$ cat src/rtl/fetch_stage_if.sv
// Fetch-stage bus bundle: instruction-memory request/response plus decode-facing output.
// No storage or latency; wires only.
// Backpressure is carried by imemReqReady (memory side) and stall (decode side).
interface fetch_stage_if;
  // instruction memory request channel
  logic        imemReqValid;
  logic [31:0] imemReqAddr;
  logic        imemReqReady;
  // instruction memory response channel (in order, no backpressure)
  logic        imemRespValid;
  logic [31:0] imemRespData;
  // controller / decode side
  logic        stall;
  logic        redirectValid;
  logic [31:0] redirectPc;
  logic        outValid;
  logic [31:0] outPc;
  logic [31:0] outInstruction;

  // fetch stage drives requests and the decode-facing output
  modport master (
    output imemReqValid, imemReqAddr, outValid, outPc, outInstruction,
    input  imemReqReady, imemRespValid, imemRespData, stall, redirectValid, redirectPc
  );

  // memory model / controller / decode side
  modport slave (
    input  imemReqValid, imemReqAddr, outValid, outPc, outInstruction,
    output imemReqReady, imemRespValid, imemRespData, stall, redirectValid, redirectPc
  );
endinterface

$ cat src/rtl/fetch_stage.sv
// Fetch stage: owns fetch PC, issues in-order imem requests, buffers returned instructions.
// Latency: request accepted at t, response at t+k, instruction presented at t+k+1.
// Backpressure: stall holds the head entry; requests stop when allocated + stale-owed entries fill the queue.
module fetch_stage #(
  parameter logic [31:0] RESET_PC    = 32'h0000_0000,
  parameter int          QUEUE_DEPTH = 2
) (
  input  logic          clk,
  input  logic          rst,
  fetch_stage_if.master fs_io
);

  // pointer and counter widths; counters must hold the value QUEUE_DEPTH itself
  localparam int PW = (QUEUE_DEPTH > 1) ? $clog2(QUEUE_DEPTH) : 1;
  localparam int CW = $clog2(QUEUE_DEPTH + 1);
  localparam logic [CW:0] DEPTH_W = QUEUE_DEPTH[CW:0];

  // fetch PC
  logic [31:0]   fetch_pc_q, fetch_pc_d;

  // queue storage: PC and instruction per entry, plus a filled flag
  logic [31:0]   pc_q    [QUEUE_DEPTH];
  logic [31:0]   pc_d    [QUEUE_DEPTH];
  logic [31:0]   instr_q [QUEUE_DEPTH];
  logic [31:0]   instr_d [QUEUE_DEPTH];
  logic [QUEUE_DEPTH-1:0] filled_q, filled_d;

  // head = oldest entry, alloc = next free slot, fill = oldest entry still waiting for data
  logic [PW-1:0] head_q, head_d;
  logic [PW-1:0] alloc_ptr_q, alloc_ptr_d;
  logic [PW-1:0] fill_ptr_q, fill_ptr_d;

  // alloc_cnt: entries in use; pend_cnt: allocated but unfilled;
  // drop_cnt: responses still owed for requests that a redirect has orphaned
  logic [CW-1:0] alloc_cnt_q, alloc_cnt_d;
  logic [CW-1:0] pend_cnt_q, pend_cnt_d;
  logic [CW-1:0] drop_cnt_q, drop_cnt_d;

  logic [CW:0]   occupancy;
  logic          req_vld;
  logic          accept;
  logic          out_vld;
  logic          pop;
  logic          resp_drop;
  logic          resp_fill;

  // Every owed response, live or stale, needs a slot reserved so memory never
  // returns more than the queue can absorb. Registered counts only, so a slot
  // freed by this cycle's pop is not reused until next cycle.
  assign occupancy = {1'b0, alloc_cnt_q} + {1'b0, drop_cnt_q};
  assign req_vld   = !rst && !fs_io.redirectValid && (occupancy < DEPTH_W);
  assign accept    = req_vld && fs_io.imemReqReady;

  // Head is presentable once its data has landed; a redirect suppresses it.
  assign out_vld   = !rst && !fs_io.redirectValid && (alloc_cnt_q != '0) && filled_q[head_q];
  assign pop       = out_vld && !fs_io.stall;

  // Stale responses are consumed first because memory returns in request order.
  assign resp_drop = fs_io.imemRespValid && (drop_cnt_q != '0);
  assign resp_fill = fs_io.imemRespValid && (drop_cnt_q == '0) && (pend_cnt_q != '0);

  assign fs_io.imemReqValid   = req_vld;
  assign fs_io.imemReqAddr    = fetch_pc_q;
  assign fs_io.outValid       = out_vld;
  assign fs_io.outPc          = pc_q[head_q];
  assign fs_io.outInstruction = instr_q[head_q];

  // next-state: redirect flushes everything; otherwise allocate, fill and pop independently
  always_comb begin
    fetch_pc_d  = fetch_pc_q;
    pc_d        = pc_q;
    instr_d     = instr_q;
    filled_d    = filled_q;
    head_d      = head_q;
    alloc_ptr_d = alloc_ptr_q;
    fill_ptr_d  = fill_ptr_q;
    alloc_cnt_d = alloc_cnt_q;
    pend_cnt_d  = pend_cnt_q;
    drop_cnt_d  = drop_cnt_q;

    if (fs_io.redirectValid) begin
      // Unfilled entries become owed stale responses; a response arriving in
      // this very cycle settles one of them (either an already-stale one or
      // the oldest pending one).
      fetch_pc_d  = fs_io.redirectPc;
      filled_d    = '0;
      head_d      = '0;
      alloc_ptr_d = '0;
      fill_ptr_d  = '0;
      alloc_cnt_d = '0;
      pend_cnt_d  = '0;
      drop_cnt_d  = drop_cnt_q + pend_cnt_q - CW'(fs_io.imemRespValid);
    end else begin
      if (accept) begin
        pc_d[alloc_ptr_q]     = fetch_pc_q;
        filled_d[alloc_ptr_q] = 1'b0;
        alloc_ptr_d           = alloc_ptr_q + PW'(1);
        fetch_pc_d            = fetch_pc_q + 32'd4;
      end

      if (resp_drop) begin
        drop_cnt_d = drop_cnt_q - CW'(1);
      end

      if (resp_fill) begin
        instr_d[fill_ptr_q]  = fs_io.imemRespData;
        filled_d[fill_ptr_q] = 1'b1;
        fill_ptr_d           = fill_ptr_q + PW'(1);
      end

      if (pop) begin
        filled_d[head_q] = 1'b0;
        head_d           = head_q + PW'(1);
      end

      alloc_cnt_d = alloc_cnt_q + CW'(accept) - CW'(pop);
      pend_cnt_d  = pend_cnt_q + CW'(accept) - CW'(resp_fill);
    end
  end

  // state registers; reset overrides redirect and clears the queue contents
  always_ff @(posedge clk) begin
    if (rst) begin
      fetch_pc_q  <= RESET_PC;
      for (int i = 0; i < QUEUE_DEPTH; i++) begin
        pc_q[i]    <= '0;
        instr_q[i] <= '0;
      end
      filled_q    <= '0;
      head_q      <= '0;
      alloc_ptr_q <= '0;
      fill_ptr_q  <= '0;
      alloc_cnt_q <= '0;
      pend_cnt_q  <= '0;
      drop_cnt_q  <= '0;
    end else begin
      fetch_pc_q  <= fetch_pc_d;
      pc_q        <= pc_d;
      instr_q     <= instr_d;
      filled_q    <= filled_d;
      head_q      <= head_d;
      alloc_ptr_q <= alloc_ptr_d;
      fill_ptr_q  <= fill_ptr_d;
      alloc_cnt_q <= alloc_cnt_d;
      pend_cnt_q  <= pend_cnt_d;
      drop_cnt_q  <= drop_cnt_d;
    end
  end

endmodule

$ cat src/flat_wrapper.sv
// flat-port wrapper written by rule: the top's interface ports become plain ports
module fetch_stage_flat 
#(
  parameter logic [31:0] RESET_PC    = 32'h0000_0000,
  parameter int          QUEUE_DEPTH = 2
)
  (clk, rst, fs_io_imemReqValid, fs_io_imemReqAddr, fs_io_outValid, fs_io_outPc, fs_io_outInstruction, fs_io_imemReqReady, fs_io_imemRespValid, fs_io_imemRespData, fs_io_stall, fs_io_redirectValid, fs_io_redirectPc);
  fetch_stage_if fs_io_i ();
  input  logic clk;
  input  logic rst;
  output wire logic [$bits(fs_io_i.imemReqValid)-1:0] fs_io_imemReqValid;
  output wire logic [$bits(fs_io_i.imemReqAddr)-1:0] fs_io_imemReqAddr;
  output wire logic [$bits(fs_io_i.outValid)-1:0] fs_io_outValid;
  output wire logic [$bits(fs_io_i.outPc)-1:0] fs_io_outPc;
  output wire logic [$bits(fs_io_i.outInstruction)-1:0] fs_io_outInstruction;
  input wire logic [$bits(fs_io_i.imemReqReady)-1:0] fs_io_imemReqReady;
  input wire logic [$bits(fs_io_i.imemRespValid)-1:0] fs_io_imemRespValid;
  input wire logic [$bits(fs_io_i.imemRespData)-1:0] fs_io_imemRespData;
  input wire logic [$bits(fs_io_i.stall)-1:0] fs_io_stall;
  input wire logic [$bits(fs_io_i.redirectValid)-1:0] fs_io_redirectValid;
  input wire logic [$bits(fs_io_i.redirectPc)-1:0] fs_io_redirectPc;
  assign fs_io_imemReqValid = fs_io_i.imemReqValid;
  assign fs_io_imemReqAddr = fs_io_i.imemReqAddr;
  assign fs_io_outValid = fs_io_i.outValid;
  assign fs_io_outPc = fs_io_i.outPc;
  assign fs_io_outInstruction = fs_io_i.outInstruction;
  assign fs_io_i.imemReqReady = fs_io_imemReqReady;
  assign fs_io_i.imemRespValid = fs_io_imemRespValid;
  assign fs_io_i.imemRespData = fs_io_imemRespData;
  assign fs_io_i.stall = fs_io_stall;
  assign fs_io_i.redirectValid = fs_io_redirectValid;
  assign fs_io_i.redirectPc = fs_io_redirectPc;
  fetch_stage #(.RESET_PC(RESET_PC), .QUEUE_DEPTH(QUEUE_DEPTH)) u_core (.clk(clk), .rst(rst), .fs_io(fs_io_i));
endmodule
$ cat config.mk
export PLATFORM = sky130hd
export DESIGN_NAME = fetch_stage_flat
export DESIGN_NICKNAME = d
export VERILOG_FILES = /design/src/rtl/fetch_stage_if.sv /design/src/rtl/fetch_stage.sv /design/src/flat_wrapper.sv
export SDC_FILE = /design/constraint.sdc
export NUM_CORES = 1
export LEC_CHECK = 0
export BUFFER_PORTS_ARGS = -buffer_cell sky130_fd_sc_hd__buf_2
export CAP_MARGIN = 20
export CORE_ASPECT_RATIO = 0.9
export CORE_UTILIZATION = 49
export DETAILED_ROUTE_END_ITERATION = 12
export GPL_TIMING_DRIVEN = 0
export HOLD_SLACK_MARGIN = 0.02
export PLACE_DENSITY = 0.86
export SLEW_MARGIN = 20
export SYNTH_ARGS = -nofsm -noshare
export SYNTH_HDL_FRONTEND = slang
export SYNTH_SLANG_ARGS = --single-unit
$ cat constraint.sdc
create_clock -name clk -period 2.72 [get_ports clk]
set_input_delay 0.272 -clock clk [delete_from_list [all_inputs] [get_ports clk]]
set_output_delay 0.272 -clock clk [all_outputs]
set_load 0.05 [all_outputs]
# Word-level counts from Yosys, hierarchy flattened
# Index checks and enable logic that the tools add are counted.
[totals] in_bits=70 reg_bits=171 out_inout_bits=98 word_cells=100
[op_classes] bitwise_logic=9 order_cmp=12 add_sub_neg=12 reduce_logical=26 n_mux=29
[op_table] operator="2-to-1 mux 32 bit" count=10
[op_table] operator="bitwise mux 64 bit" count=2
[op_table] operator="demux 32 bit (select 1 bit)" count=2
[op_table] operator="adder 32 x 3 -> 32 bit (second input constant)" count=1
[op_table] operator="logical AND 1 bit" count=14
[op_table] operator="2-to-1 mux 2 bit" count=7
[op_table] operator="nonzero test 2 bit" count=5
[op_table] operator="greater-or-equal comparator 2 bit (second input constant)" count=3
[op_table] operator="less-than comparator 1 x 2 -> 1 bit (second input constant)" count=3
[op_table] operator="NOT 1 -> 2 bit" count=3
[op_table] operator="subtractor 2 x 1 -> 2 bit" count=3
[op_table] operator="2-to-1 mux 1 bit" count=5
[op_table] operator="adder 2 x 1 -> 2 bit" count=2
[op_table] operator="AND 2 bit" count=2
[op_table] operator="less-than comparator 2 x 1 -> 1 bit (second input constant)" count=2
[op_table] operator="NOT 2 bit" count=2
[op_table] operator="AND reduction 2 bit" count=2
[op_table] operator="adder 1 bit (second input constant)" count=3
[op_table] operator="adder 2 x 2 -> 3 bit" count=1
[op_table] operator="demux 1 bit (select 1 bit)" count=3
[op_table] operator="greater-or-equal comparator 1 bit (second input constant)" count=3
[op_table] operator="logical NOT 1 bit" count=3
[op_table] operator="less-than comparator 3 x 2 -> 1 bit (second input constant)" count=1
[op_table] operator="adder 2 bit" count=1
[op_table] operator="other kinds (5)" count=5

# Logic depth before layout (Yosys ltp)
# Gate-level depths: netlist (run 1).
[logic_depth] word_depth=13 ltp_mapped=11 depth_no_buf=10

# Worst setup path before layout (run 1)
# Ideal clock, no wire load.
[synth_timing] path_kind="register -> register" start="reg u_core.drop_cnt_q[0]" end="reg u_core.pend_cnt_q[1]" path_buffers=2 arrival_ns=2.520 synth_period_minus_slack_ns=2.648 stages_incl_launch_ff=12 slack_ns=0.072 setup_time_ns=0.128 path_cell_list="dfxtp_1 inv_1 nor2_1 fa_1 or3b_2 buf_2 clkbuf_1 nor2_1 ha_1 xor2_1 xnor2_1 nor2_1"
[synth_between] elab_chain_len=6 word_cells_on_any_way=9 cone_classes="3 x add/sub; 1 x order compare; 5 x reduce/logical"
[synth_lines] element="start: declaration" line="fetch_stage.sv:37" source="logic [CW-1:0] drop_cnt_q, drop_cnt_d;"
[synth_lines] element="start signal: assignment" line="fetch_stage.sv:146" source="drop_cnt_q <= drop_cnt_d;"
[synth_lines] element="adder 2 x 2 -> 3 bit" line="fetch_stage.sv:50" source="assign occupancy = {1'b0, alloc_cnt_q} + {1'b0, drop_cnt_q};"
[synth_lines] element="less-than comparator 3 x 2 -> 1 bit" line="fetch_stage.sv:51" source="assign req_vld = !rst && !fs_io.redirectValid && (occupancy < DEPTH_W);"
[synth_lines] element="logical AND 1 bit" line="fetch_stage.sv:51"
[synth_lines] element="logical AND 1 bit" line="fetch_stage.sv:52" source="assign accept = req_vld && fs_io.imemReqReady;"
[synth_lines] element="adder 2 x 1 -> 2 bit" line="fetch_stage.sv:117" source="pend_cnt_d = pend_cnt_q + CW'(accept) - CW'(resp_fill);"
[synth_lines] element="subtractor 2 x 1 -> 2 bit *" line="fetch_stage.sv:117"
[synth_lines] element="end signal: assignment" line="fetch_stage.sv:145" source="pend_cnt_q <= pend_cnt_d;"
[synth_lines] element="end: declaration" line="fetch_stage.sv:36" source="logic [CW-1:0] pend_cnt_q, pend_cnt_d;"
# Every way passes the cells marked *; elsewhere a longest branch is shown, timed or not.
# A chain may end at the register's enable or synchronous reset.

# Worst setup path after layout (run 1)
[layout_timing] start="reg u_core.drop_cnt_q[0]" end="reg u_core.fetch_pc_q[19], in the netlist u_core.fs_io.imemReqAddr[19]"
[layout_between] elab_chain_len=5
[layout_lines] element="adder 2 x 2 -> 3 bit" line="fetch_stage.sv:50"
[layout_lines] element="less-than comparator 3 x 2 -> 1 bit" line="fetch_stage.sv:51"
[layout_lines] element="logical AND 1 bit" line="fetch_stage.sv:51"
[layout_lines] element="logical AND 1 bit" line="fetch_stage.sv:52"
[layout_lines] element="nonzero test 2 bit (no line)"
[layout_lines] element="end signal: assignment" line="fetch_stage.sv:137" source="fetch_pc_q <= fetch_pc_d;"
[layout_lines] element="end: declaration" line="fetch_stage.sv:19" source="logic [31:0] fetch_pc_q, fetch_pc_d;"
# Every way passes these cells.

==> summary.md, run 1 <==
| Metric | Value |
|---|---|
| Outcome | completed |
| Row Count | 43 |
| DR vias/cell | 5.70 |
| Hold depth | 3 |
| Pwr/cell area | 582 nW/um2 |
| Final hold vios | 0 |
| Routed WL per cell | 17.1 um |
| Die Wd | 136 um |
| Fmax | 386 MHz |
| Seq. cell area | 3420 um2 |
| Async set-reset flop share out of synthesis | 0% |
| Total track usage | 28.4% |
| Die area | 16600 um2 |
| Critical Path RT | 3040 ps |
| Buffers on Ports | between 150 and 200 |
| Core area | ~16000 um2 |
| Layout cells sized above 1 | 26.8% |
| Netlist cell types | 60 |
| Antenna fix cells | 0 |
| Final WS setup | between 100 and 150 ps |
| Static Leak | between 0.003 and 0.004 uW |
| Syn-to-layout area delta | 22.0% |
| Most frequent cells in the layout | nand2_1, buf_2, dfxtp_1, a21oi_1, mux2_2 |
| Fin. max-slew vios | 0 |
| First-pass GRT wire length | between 30000 and 40000 um |
| Root buffer cell | clkbuf_16 |
| Reg2Reg Setup Slack | 130 ps |
| Final Critical Period | 2590 ps |
| Initial core utilization | 50.6% |
| Critical path class | register to register |
| Final setup violation count | 0 |
| ANT nets after route | 0 |
| # clock sinks | 171 |
| Fin util | 61.8% |
| End of the worst register-to-register path | u_core.fs_io.imemReqAddr[19]$_SDFFE_PP0P_ |
| Clk slew on worst S/H paths | roughly 70 ps |
| Total grt overflow | 0 |
| Drt drc | 0 |
| Synth Flop Type | dfxtp_1 |
| Register area share after synthesis | 43.3% |
| VDD IR-drop max | 0.479 mV |
| CP max FO | 10 |
| Min-delay worst type | input pin to register |
| Endpoint, Worst Hold | u_core.instr_q[44]$_SDFFE_PP0P_ |
| CTS Hold Bufs | 0 |
| Worst-Margin Slew | 738 ps |
| Clock skew | 8.92 ps |
| Hold Startpoint | fs_io_imemRespData[12] |
| Largest net degree at the start of global routing | 17 |
| CTS Buf Count | 17 |
| Drt pass-1 iters | 6 |
| Syn nets | 1046 |
| Hold_ws | slightly below 90 ps |
| Vias after detailed routing | 7807 |
| Post-synth EDFFs | 0 |
| Worst EP arrival | 2910 ps |
| Critical Path Source Type | register |
| RSZ-0062 raised after global routing | false |
| CTS Buffer Depth | 2 |
| Final TNS setup | 0 ps |
| IO Pins | about 170 |
| Endpoint class of the critical path | register |
| DP Wirelength | around 17000 um |
| Max-slew headroom | around half |
| Fillers | 1346 |
| Max_cap viols | 0 |
| Nets | 1234 |
| Most common cell after layout, fill and taps aside | nand2_1 |
| Worst-skew pair later-pin latency | 430 ps |
| # H-tree levels | 4 |
| Vias in the first global route | ~7200 |
| #FFs+latches synth | between 150 and 200 |
| Reg-to-Reg Start | u_core.drop_cnt_q[0]$_SDFFE_PP0P_ |
| Die Span Y | around 120 um |
| DRT Wirelength | between 20000 and 25000 um |
| Cells after Synth | 967 |
| Iteration-0 DRC Markers | a little under 700 |
| CTS tree | done |
| Tcrit/Tclk final | 95.2% |
| Antenna violations before repair | 1 |
| Pre-CTS setup slack | -438 ps |
| Ys Warns | 0 |
| Syn Area/Cell | 8.17 um2 |
| Footprint of the multi-input gates | 4030 um2 |
| Mapped Area | between 7000 and 8000 um2 |
| R2r worst-path depth | 8 |
| Global placement routability congestion | 0.922 |
==> critical path, cell delays in order (launching register included) <==
cell,delay (ps)
dfxtp_1,320
inv_2,90
nor2_2,50
fa_1,530
nor3b_1,330
buf_2,310
nand3_1,130
or4_1,430
a311oi_1,310
==> timing repair <==
action	in CTS	in global routing
gates resized for setup	19	14
pin swaps	2	4
cloned	0	0
endpoints found under the hold margin	0	0
endpoints found under the setup margin	101	70
setup buffers	2	0
==> registers in the layout, summed over array words and instances, names as in the netlist <==
signal,cells
u_core.fill_ptr_q,1
u_core.filled_q,2
u_core.instr_q,64
u_core.fs_io.imemReqAddr,32
u_core.alloc_cnt_q,2
u_core.pc_q,64
u_core.drop_cnt_q,2
u_core.head_q,1
u_core.pend_cnt_q,2
u_core.alloc_ptr_q,1
==> logic make-up after synthesis <==
logic type / synth area share [%]
muxes: 9.75
buffers and inverters: 6.24
AOI/OAI and AO/OA: 14.7
and+or+nand+nor: 22.6
DFF: 43.3
adders and majority gates: 1.52
xor gates and xnor gates: 1.88
==> worst max-delay path by stage <==
stage / endpoint / depth (start not counted) / startpoint / slack (ps)
finish: u_core.fs_io.imemReqAddr[19]$_SDFFE_PP0P_ / 8 / u_core.drop_cnt_q[0]$_SDFFE_PP0P_ / 130
global route: u_core.alloc_cnt_q[1]$_SDFF_PP0_ / 11 / u_core.alloc_cnt_q[0]$_SDFF_PP0_ / 2
CTS: u_core.pend_cnt_q[1]$_SDFF_PP0_ / 11 / u_core.drop_cnt_q[0]$_SDFFE_PP0P_ / 3
detailed placement: u_core.pend_cnt_q[1]$_SDFF_PP0_ / 11 / u_core.drop_cnt_q[0]$_SDFFE_PP0P_ / -440
global placement: u_core.pc_q[61]$_SDFFE_PP0P_ / 9 / u_core.drop_cnt_q[0]$_SDFFE_PP0P_ / -400
floorplan: u_core.pend_cnt_q[1]$_SDFF_PP0_ / 11 / u_core.drop_cnt_q[0]$_SDFFE_PP0P_ / 70
==> report_power, final <==
part | leakage, uW | switching, uW | total, uW | internal, uW
registers | 0.00139 | 65.8 | 2620 | 2560
logic | 0.00223 | 455 | 661 | 206
clock network | 0.000272 | 1030 | 2330 | 1300
total | 0.00389 | 1550 | 5610 | 4060
==> per-layer routing <==
layer  GRT usage, %  wire (um)
met5              0         13
met4           11.4        510
met3           5.74       2100
met2           45.5      10900
met1           37.3       9900
==> synthesized netlist by cell type, types with 8 or more instances <==
master    number  share of area (%)
nand2_1      282                 13
dfxtp_1      171                 43
a21oi_1      140                8.9
mux2_2        64                9.1
clkbuf_1      49                2.3
nor2_1        29                1.4
nand4_1       18                1.4
inv_1         16               0.76
a211oi_1      11                1.0
a311oi_1      10                1.1
and3_1        10               0.79
buf_1         10               0.48
buf_2         10               0.63
nand3_1       10               0.63
nor3_1        10               0.63
xnor2_1       10                1.1
ha_1           8                1.3
or3_1          8               0.63
==> stage by stage <==
step           area [um2]  total power, uW  cells
2_1_floorplan        7900             3090    967
3_3_place_gp         8990             3290   1336
3_5_place_dp         8990             3300   1336
4_1_cts              9620             5610   1370
5_1_grt              9640             5790   1370
6_report             9640             5610   1370
==> cell type report <==
cell class / instances / share of cell area (%)
Buffer: 83 / 4.80
Clock buffer: 20 / 4.63
Clock inverter: 12 / 1.17
Inverter: 16 / 0.623
Multi-Input combinational cell: 697 / 41.8
Sequential cell: 171 / 35.5
Tap cell: 202 / 2.62
Timing Repair Buffer: 169 / 8.83
Power figures use the tool's default switching activity.
==> inputs of run 2 (changes only) <==
PLACE_DENSITY = 0.77   (was 0.86)
==> run 2 against run 1 <==
  * Combinational power about the same
  * Critical path type unchanged
  * Utilization is 0.25 points higher
  * Global-route usage is 0.064 points higher
  * Final cell count hardly changed
  * Count of clock-buffer cells in the layout decreased by 3
  * Flip-flop and latch count did not move
  * Sequential share of layout area fell by 0.13 points
  * Via count decreased by 0.15%
  * Critical endpoint unchanged
==> summary.md, run 2 (synthesis gave the netlist of run 1 again) <==
| Metric | Value |
|---|---|
| Fin util | approximately 62% |
| Most frequent cells in the layout | nand2_1, buf_2, dfxtp_1, a21oi_1, mux2_2 |
| Design Area, Final | 9680 um2 |
| R2r worst-path depth | 8 |
| Iteration-0 DRC Markers | 671 |
| Worst-skew pair later-pin latency | approximately 440 ps |
| Vias in the first global route | 6983 |
| Clk slew on worst S/H paths | approximately 80 ps |
| Area post-placement | roughly 9000 um2 |
| Global placement routability congestion | 0.900 |
| DP Wirelength | 16500 um |
| Clock skew | between 9 and 10 ps |
| ANT nets after route | 0 |
| Antenna violations before repair | 1 |
| # H-tree levels | 4 |
| VDD IR-drop max | 0.476 mV |
| Outcome | completed |
| CP max FO | 10 |
| Vias after detailed routing | 7795 |
| Tot Pwr | 5660 uW |
| Final Critical Period | approximately 2700 ps |
| Buffers on Ports | 167 |
| Worst EP arrival | approximately 3000 ps |
| Total track usage | 28.4% |
| DR vias/cell | between 5 and 6 |
| Antenna fix cells | 0 |
| Max-slew headroom | 48.6% |
| Critical Path Source Type | register |
| Layout cells sized above 1 | 27.6% |
| DRT Wirelength | 23500 um |
| Largest net degree at the start of global routing | 19 |
| Initial core utilization | 50.6% |
| Die Span Y | 122 um |
| Routed WL per cell | 17.2 um |
| Root buffer cell | clkbuf_16 |
| Static Leak | roughly 0.0039 uW |
| IO Pins | 168 |
| Drt pass-1 iters | 5 |
| Core area | 15600 um2 |
| Tcrit/Tclk final | 98.0% |
| Critical path class | register to register |
| RSZ-0062 raised after global routing | false |
| Most common cell after layout, fill and taps aside | nand2_1 |
| Final hold vios | 0 |
| Worst-Margin Slew | 764 ps |
| Hold depth | 3 |
| Reg2Reg Setup Slack | 50 ps |
| Endpoint class of the critical path | register |
| # clock sinks | 171 |
| CTS Buf Count | 17 |
| Die Wd | 136 um |
| Pwr/cell area | 585 nW/um2 |
| Die area | 16600 um2 |
| Total grt overflow | 0 |
| CTS Buffer Depth | 2 |
| Hold_ws | 75.5 ps |
| Row Count | 43 |
| Syn-to-layout area delta | 22.5% |
| Final setup violation count | 0 |
| Final TNS setup | 0 ps |
| Critical Path RT | 3050 ps |
| Fin. max-slew vios | 0 |
| CTS tree | done |
| Drt drc | 0 |
| Nets | 1233 |
| Min-delay worst type | input pin to register |
| First-pass GRT wire length | 36500 um |
| Fmax | between 300 and 400 MHz |
| Max_cap viols | 0 |
-- run 2: changes by cell type in the layout (fill, tap and decap cells not counted), sizes merged --
cell | previous run | this run
clkbuf | 75 | 77
clkinvlp | 2 | 3
inv | 21 | 26
clkinv | 4 | 2
buf | 196 | 190
bufinv | 1 | 0
-- run 2: report_power, final --
part,internal [uW],switching [uW]
sequential,2560,66.4
combinational,206,456
clock,1220,1160
-- run 2: worst paths after layout --
kind | start | endpoint
max | u_core.drop_cnt_q[0]$_SDFFE_PP0P_ | u_core.fs_io.imemReqAddr[19]$_SDFFE_PP0P_
min reg2reg | u_core.pc_q[24]$_SDFFE_PP0P_ | u_core.pc_q[24]$_SDFFE_PP0P_
max reg2reg | u_core.drop_cnt_q[0]$_SDFFE_PP0P_ | u_core.fs_io.imemReqAddr[19]$_SDFFE_PP0P_
min | fs_io_imemRespData[9] | u_core.instr_q[41]$_SDFFE_PP0P_
-- run 2: area by class of cell --
cell class | instances | area, um2
Fill cell | 1381 | 5920
Multi-Input combinational cell | 697 | 4060
Sequential cell | 171 | 3420
Timing Repair Buffer | 168 | 843
Buffer | 83 | 469
Clock buffer | 17 | 425
Tap cell | 202 | 253
Clock inverter | 15 | 145
Inverter | 16 | 60.1
-- run 2: worst max-delay path, stage by stage (launching register included) --
cell and delay (ps):
dfxtp_2 330, inv_2 80, nor2_2 50, fa_1 530, nor3b_1 330, clkbuf_2 330
nand3_1 140, or4_1 440, a311oi_1 330
-- run 2: stage by stage --
step | setup slack [ps] | std cells
after global routing | 4.96 | 1369
after global placement | -349 | 1336
final | 54.3 | 1369
after CTS | -58.6 | 1368
after floorplan | 72.0 | 967
after detailed placement | -370 | 1336
-- run 2: repair_timing --
item                       in CTS  in global routing
gates resized for setup        18                 24
setup endpoints to repair     100                 76
hold buffers                    0                  0
pin swaps                       1                  2
buffers inserted                0                  1
-- run 2: layer usage --
layer  part of all wire (%)  up-vias  routed length (um)  global-route usage, %
li1                       -     3713                   -                      -
met1                     44     3637               10400                   38.1
met2                     44      385               10300                   43.4
met3                    8.7       58                2050                   7.31
met4                    2.8        2                 668                   11.7
met5                  0.055        -                  13                      0
==> inputs of run 3 (changes only) <==
CORE_MARGIN = 4   (was not set)
==> run 3 against run 2 <==
  * Clock power grew 8%
  * Combinational power increased by 0.6%
  * Count of clock-buffer cells in the layout is 1 higher
  * Critical path type unchanged
  * Register-to-register slack barely moved
  * Clock skew shrank 2.5 ps
  * Non-clock buffer count did not move
  * Maximum frequency increased by 0.13%
  * Sequential power hardly changed
  * First-iteration DRC count is 4.8% lower
  * Via count shrank 2.1%
  * Sequential share of layout area decreased by 0.18 points
==> summary.md, run 3 (synthesis gave the netlist of run 1 again) <==
| Metric | Value |
|---|---|
| Largest net degree at the start of global routing | 17 |
| Die Span Y | 128 um |
| DR vias/cell | 5.58 |
| CTS tree | done |
| Seq. cell area | 3420 um2 |
| Critical path's largest stage delay | 500 ps |
| Drt pass-1 iters | 5 |
| Pwr/cell area | 603 nW/um2 |
| Vias in the first global route | 7253 |
| Footprint of the multi-input gates | 4050 um2 |
| Row Count | 43 |
| CP max-delay cell | nor3_1 |
| Global placement routability congestion | 0.930 |
| Nets | approximately 1200 |
| DP Wirelength | between 15000 and 20000 um |
| RSZ-0062 raised after global routing | false |
| Worst EP arrival | 2960 ps |
| Antenna fix cells | 0 |
| Clock skew | 7.32 ps |
| Max_cap viols | 0 |
| Min-delay worst type | input pin to register |
| Layout cells sized above 1 | between 20% and 30% |
| Total track usage | around a quarter |
| Fmax | 376 MHz |
| Reg2Reg Setup Slack | about 58 ps |
| Initial core utilization | 50.6% |
| Most frequent cells in the layout | nand2_1, buf_2, dfxtp_1, a21oi_1, mux2_2 |
| Drt drc | 0 |
| # clock sinks | 171 |
| Buffers on Ports | 167 |
| Hold depth | 3 |
| Critical path class | register to register |
| CP max FO | 4 |
| Clk slew on worst S/H paths | 70 ps |
| Crit-path cells | inv_2 > nor2_2 > fa_1 > or3b_4 > nor3_1 > a311oi_1 > a2111oi_0 |
| Critical Path RT | between 3000 and 4000 ps |
| Final setup violation count | 0 |
| Syn-to-layout area delta | 23.1% |
| Root buffer cell | clkbuf_16 |
| # placed instances | around 1300 |
| Tcrit/Tclk final | 97.9% |
| DRT Wirelength | 23800 um |
| Routed WL per cell | 17.4 um |
| Endpoint class of the critical path | register |
| Fin util | 62.3% |
| Worst-Margin Slew | between 700 and 800 ps |
| VDD IR-drop max | 0.493 mV |
| CTS Hold Bufs | 0 |
| Static Leak | approximately 0.0039 uW |
| CTS Buf Count | 17 |
| Final hold vios | 0 |
| Die area | approximately 18000 um2 |
| CTS Buffer Depth | 2 |
| Antenna violations before repair | 1 |
| IO Pins | 168 |
| ANT nets after route | 0 |
| Iteration-0 DRC Markers | approximately 640 |
| Fin. max-slew vios | 0 |
| Total grt overflow | 0 |
| Max-slew headroom | 48.8% |
| Die Wd | 142 um |
| Worst-skew pair later-pin latency | 430 ps |
| First-pass GRT wire length | roughly 37000 um |
| Critical Path Source Type | register |
| Final Critical Period | 2660 ps |
| Vias after detailed routing | 7632 |
| Fillers | 1400 |
| Outcome | completed |
| Final Non-Filler Cells | roughly 1400 |
| # H-tree levels | 4 |
| R2r worst-path depth | 7 |
| Core area | between 15000 and 20000 um2 |
| Most common cell after layout, fill and taps aside | nand2_1 |
==> run 3: final timing paths <==
| kind | start | end |
|---|---|---|
| worst min register to register | u_core.instr_q[39]$_SDFFE_PP0P_ | u_core.instr_q[39]$_SDFFE_PP0P_ |
| worst min-delay path | fs_io_imemRespData[24] | u_core.instr_q[56]$_SDFFE_PP0P_ |
| worst max register to register | u_core.drop_cnt_q[0]$_SDFFE_PP0P_ | u_core.fs_io.imemReqAddr[11]$_SDFFE_PP0P_ |
| worst max-delay path | u_core.drop_cnt_q[0]$_SDFFE_PP0P_ | u_core.fs_io.imemReqAddr[11]$_SDFFE_PP0P_ |
==> run 3: layer usage <==
| metal | global-route usage (%) | wire [um] |
|---|---|---|
| met1 | 34.8 | 10200 |
| met2 | 40.8 | 10700 |
| met3 | 6.73 | 2230 |
| met4 | 8.13 | 617 |
| met5 | 0 | 7 |
==> run 3: power breakdown <==
part           total [uW]  leakage (uW)  internal [uW]  switching [uW]
registers            2620       0.00139           2560            64.7
logic                 665       0.00224            207             458
clock network        2580      0.000302           1540            1040
total                5870       0.00393           4310            1560
==> run 3: timing repair <==
| action | CTS | global route |
|---|---|---|
| endpoints found under the setup margin | 103 | 83 |
| gates resized for setup | 18 | 26 |
| pin swaps | 1 | 4 |
| buffers inserted | 0 | 2 |
==> run 3: area by class of cell <==
class	count	share of cell area, %
multi-input cells	697	41.6
flip-flops and latches	171	35.2
repair buffers	169	8.75
plain buffers	82	4.81
clock buffers	18	4.41
well taps	202	2.60
clock inverters	13	1.96
inverters	16	0.618
==> run 3: metrics by stage <==
step                worst slack, ps  total power (uW)  hold slack, ps  TNS, ps  area, um2
floorplan                      72.0              3090             408        0       7900
global placement               -358              3300             438   -13770       8990
detailed placement             -418              3310             444   -17360       8990
CTS                            15.1              5870            70.4        0       9660
global route                   11.2              6040            70.5        0       9720
finish                         57.6              5870            80.7        0       9720
==> run 3: worst max-delay path: cells and delay by family (launching register included) <==
kind	cells	cell delay, ps
simple gates	3	1070
fa+ha+maj	1	450
buf+inv	1	60
flops	1	350
compound gates	2	600
